$ cat src/rtl/game_sequencer.sv
// game_sequencer: timed LED-hit game FSM with scoring, countdown, random mole placement and WIN/LOSE display.
module game_sequencer #(
  parameter int GAME_SECS = 31,
  parameter int MOLE_CYCLES = 25000000,
  parameter logic [7:0] LFSR_SEED = 8'hA5
) (
  input  logic       clk,
  input  logic       rst,
  input  logic       tick_1hz,
  input  logic       start,
  input  logic [4:0] target,
  input  logic [9:0] key,
  output logic [9:0] led,
  output logic [4:0] score,
  output logic [4:0] time_left,
  output logic       busy,
  output logic       win,
  output logic       lose
);
  typedef enum logic [1:0] {IDLE, RUN, WIN, LOSE} state_t;
  localparam int TW = $clog2(MOLE_CYCLES);
  localparam logic [TW-1:0] T_LAST = TW'(MOLE_CYCLES - 1);
  localparam logic [4:0] SECS = 5'(GAME_SECS);
  state_t state, state_nx;
  logic start_q, start_evt, hit, miss, expire, enter_run, blink;
  logic [9:0] key_q, press, mole_oh;
  logic [7:0] lfsr;
  logic [3:0] mole_idx, cand, reloc;
  logic [TW-1:0] mole_t;
  logic [4:0] tgt, score_nx;
  assign start_evt = start & ~start_q;
  assign press = key & ~key_q;
  assign mole_oh = 10'd1 << mole_idx;
  assign hit = state == RUN && press == mole_oh;
  assign miss = state == RUN && press != 10'd0 && press != mole_oh;
  assign expire = mole_t == T_LAST;
  assign enter_run = start_evt && state != RUN;
  // Folding 10..15 back onto 0..5 keeps the candidate a valid LED index; bumping avoids a stationary mole.
  assign cand = lfsr[3:0] >= 4'd10 ? lfsr[3:0] - 4'd10 : lfsr[3:0];
  assign reloc = cand != mole_idx ? cand : cand == 4'd9 ? 4'd0 : cand + 4'd1;
  assign score_nx = hit ? (score == 5'd31 ? score : score + 5'd1) :
                    miss ? (score == 5'd0 ? score : score - 5'd1) : score;
  always_ff @(posedge clk or posedge rst)
    if (rst) state <= IDLE;
    else state <= state_nx;
  // Reaching the target wins even if the clock runs out on the same cycle.
  always_comb
    state_nx = state != RUN ? (start_evt ? RUN : state) :
               score_nx >= tgt ? WIN :
               (tick_1hz && time_left == 5'd0) ? LOSE : RUN;
  always_comb begin
    led = state == RUN ? mole_oh :
          (state == WIN || (state == LOSE && blink)) ? 10'h3FF : 10'h000;
    busy = state == RUN;
    win = state == WIN;
    lose = state == LOSE;
  end
  always_ff @(posedge clk or posedge rst)
    if (rst) begin
      start_q <= 1'b0;
      key_q <= 10'd0;
      lfsr <= LFSR_SEED;
      mole_idx <= 4'd0;
      mole_t <= '0;
      score <= 5'd0;
      time_left <= SECS;
      tgt <= 5'd1;
      blink <= 1'b0;
    end else begin
      start_q <= start;
      key_q <= key;
      lfsr <= {lfsr[6:0], lfsr[7] ^ lfsr[5] ^ lfsr[4] ^ lfsr[3]};
      if (enter_run) begin
        score <= 5'd0;
        time_left <= SECS;
        mole_t <= '0;
        mole_idx <= reloc;
        tgt <= target == 5'd0 ? 5'd1 : target;
      end else if (state == RUN) begin
        score <= score_nx;
        if (tick_1hz && time_left != 5'd0) time_left <= time_left - 5'd1;
        if (hit || expire) begin
          mole_idx <= reloc;
          mole_t <= '0;
        end else mole_t <= mole_t + TW'(1);
      end
      blink <= (state_nx == LOSE && state != LOSE) ? 1'b0 :
               (state == LOSE && tick_1hz) ? ~blink : blink;
    end
endmodule

$ cat config.mk
export PLATFORM = sky130hd
export DESIGN_NAME = game_sequencer
export DESIGN_NICKNAME = d
export VERILOG_FILES = /design/src/rtl/game_sequencer.sv
export SDC_FILE = /design/constraint.sdc
export NUM_CORES = 1
export LEC_CHECK = 0
export ABC_AREA = 1
export BUFFER_PORTS_ARGS = -buffer_cell sky130_fd_sc_hd__buf_2
export CORE_MARGIN = 2
export CORE_UTILIZATION = 35
export CTS_CLUSTER_DIAMETER = 120
export DETAILED_ROUTE_END_ITERATION = 10
export PLACE_DENSITY = 0.54
export SYNTH_ARGS = -nofsm -noshare
export SYNTH_HDL_FRONTEND = slang
export SYNTH_SLANG_ARGS = --single-unit
$ cat constraint.sdc
create_clock -name clk -period 3.25 [get_ports clk]
set_input_delay 0.65 -clock clk [delete_from_list [all_inputs] [get_ports clk]]
set_output_delay 0.65 -clock clk [all_outputs]
set_load 0.02 [all_outputs]
==> results.json <==
{
  "outcome": "finished clean",
  "nNetsFinal": 651,
  "period_needed_ns": 2.880,
  "fp.dieArea_um2": 12630,
  "track_usage": 0.1613,
  "ys_warn_count": 0,
  "synthTopCellsByArea": "dfrtp_1, nand2_1, inv_1",
  "vias_per_cell": 4.931,
  "post-dp-hpwl_um": 7153,
  "die_h_um": 112.4,
  "final_cells": 769,
  "drv_cap": 0,
  "post-route-period-util": 0.8863,
  "yosysSeqAreaShare": 0.4046,
  "yosysUniqueCellTypes": 31,
  "hold_buffers": 0,
  "max-vdd-ir-drop_v": 0.0004307,
  "gp_congestion": 0.9167,
  "clk_pin_slew_ns": 0.06,
  "synthFlopType": "dfrtp_1",
  "cts_buffer_depth": 2,
  "fmax_ghz": 0.3472,
  "final_area_um2": 4810,
  "grt_max_degree": 53,
  "drc": 0,
  "antennaDiodeCount": 0,
  "multi_input_area_um2": 2074,
  "cpPeakStageDelay_ns": 0.44,
  "arrival_ns": 3.08,
  "wl_per_cell_um": 12.72,
  "synth-edff-count": 0,
  "overflow": 0,
  "port_buffers": 41,
  "synth_area_leader_cell": "dfrtp_1",
  "tritoncts.num_buffers": 9,
  "drt_wl_total_um": 9784,
  "antenna_found_initial": 0,
  "slew-limit-headroom": 0.5942,
  "clockRootBuffer": "clkbuf_16",
  "cp_slowest_cell": "dfrtp_1",
  "dr.first_iter.drc_count": 221,
  "vias": 3792,
  "syn-instance-count": 574,
  "dp_slack_ns": 0.1631,
  "drive_above_1_share": 0.1358,
  "antenna_left": 0,
  "crit_required_ns": 3.45,
  "tightest_slew_ns": 0.6047,
  "core_um2": 11470,
  "rows": 39,
  "synth_commonest_cells": "nand2_1, inv_1, nor2_1",
  "first_pass_iters": 7,
  "p_per_area_nw_per_um2": 734.3,
  "final_core_util": 0.4194,
  "setup-tns-final_ns": 0,
  "area_delta_synth_final_pct": 16.95,
  "cellLeakagePower_nw": 2.380,
  "cp-end-kind": "register",
  "hold_class": "input pin to asynchronous set/reset pin",
  "drv_slew": 0,
  "fill_cells": 1159,
  "mappedNetlistArea_um2": 4113,
  "finalSetupViolations": 0,
  "synth.most_common_cell": "nand2_1",
  "yosys.area.top_type_share": 0.3407,
  "dp.cells": 753,
  "fin_ws_ns": 0.3696,
  "cts_setup_buffers": 0,
  "grt_first_pass_wirelength_um": 16660,
  "ys_ff_latch": 66,
  "crit_top_cell": "nand2_1",
  "ys_async_sr_fraction": 1.000,
  "synth_nets": 604,
  "hold_viol": 0,
  "worstSetupStartpointType": "register",
  "critPathKind": "register to register",
  "rsz0062_at_grt": "false",
  "grt_pass1_vias": 3583,
  "path_cells": "inv_1 > nor2_4 > nand2_1 > nand2_1 > nand2_1 > nor2_1 > nand2_1 > nor2_1 > nand4_1 > inv_1 > nand2_1 > nand2_1 > inv_1 > ha_1 > a21oi_1 > o21a_1 > nand3_1 > a22oi_1 > a31oi_1",
  "postPlaceCellArea_um2": 4503,
  "cts_tree": "built",
  "start_util": 0.3586,
  "die_x_um": 112.4,
  "skew_ns": 0.009947,
  "io_pins": 42,
  "cts_sinks": 66,
  "htree_levels": 3,
  "regArea_um2": 1668,
  "insertion_delay_ns": 0.33,
  "syn_area_per_cell_um2": 7.165,
  "cp_max_fo": 8
}
[final timing paths]
path                                   from            to  slack [ns]  cells past startpoint
worst max-delay path            mole_idx[2]         blink        0.37                     19
worst min-delay path                    rst      key_q[2]        0.28                      2
worst max register to register  mole_idx[2]         blink        0.37                     19
worst min register to register      lfsr[6]       lfsr[7]        0.36                      0
max in group asynchronous               rst  time_left[1]        2.33                      3
min in group clk                    lfsr[6]       lfsr[7]        0.36                      0
[sequential cells by signal, summed over array words and instances, names as in the netlist]
register,count
mole_t,25
key_q,10
lfsr,8
score,5
tgt,5
time_left,5
mole_idx,4
state,2
blink,1
start_q,1
[per-stage QoR]
| stage | hold slack [ns] | power [mW] |
|---|---|---|
| floorplan | 0.3330 | 2.204 |
| global placement | 0.3348 | 2.592 |
| detailed placement | 0.3548 | 2.603 |
| CTS | 0.2809 | 3.564 |
| global route | 0.2947 | 3.829 |
| finish | 0.2753 | 3.532 |
[cells by family after synthesis]
| logic type | Yosys count | synth area share |
|---|---|---|
| flops | 66 | 0.4046 |
| fa+ha+maj | 11 | 0.03346 |
| compound gates | 72 | 0.09492 |
| simple gates | 297 | 0.3173 |
| buf+inv | 103 | 0.09644 |
| xor+xnor | 25 | 0.05324 |
[cell type report]
class,count,area share
multi-input combinational,405,0.4313
sequential,66,0.3468
inverter,92,0.07180
timing repair buffer,47,0.05463
clock buffer,13,0.04995
tap,143,0.03720
clock inverter,3,0.008325
[report_power, final]
part	switching [mW]	total [mW]	internal, mW
clock network	0.346	0.938	0.592
logic	0.992	1.49	0.496
registers	0.121	1.11	0.984
total	1.46	3.53	2.07
[per-layer routing]
layer / global-route usage / routed length, µm / vias to the layer above
met5: 0 / 0 / -
met4: 0.03902 / 85 / 0
met3: 0.04590 / 461 / 6
met2: 0.2627 / 4562 / 72
met1: 0.2137 / 4674 / 1770
li1: - / - / 1944
[critical path, delay by kind of cell (launching register included)]
| family | cells | cell delay (ns) |
|---|---|---|
| simple gates | 11 | 1.15 |
| flops | 1 | 0.44 |
| fa+ha+maj | 1 | 0.30 |
| buf+inv | 3 | 0.29 |
| compound gates | 4 | 0.58 |
[repair_timing]
| item | 4_1_cts | 5_1_grt |
|---|---|---|
| hold endpoints to repair | 0 | 0 |
| gates resized for setup | 0 | 8 |
| endpoints found under the setup margin | 0 | 3 |
[placed cells by master (no fill, tap or decap), types with 3 or more instances in the layout]
cell type and instances:
o21ai_0 32, nand4_1 15, nor4_1 5, dfstp_2 10, nor3_1 9, dfrtp_1 53, a21oi_1 13, dfrtp_2 3
nand2_1 149, inv_1 88, a31oi_1 4, nand3_1 46, buf_2 41, o21ai_1 7, clkbuf_16 9, nor2_4 5
nand3b_1 4, xnor2_1 8, clkbuf_1 4, inv_2 3, o22ai_1 12, xor2_1 17, buf_4 5, nor2_1 58
ha_1 11
Power figures use the tool's default switching activity.
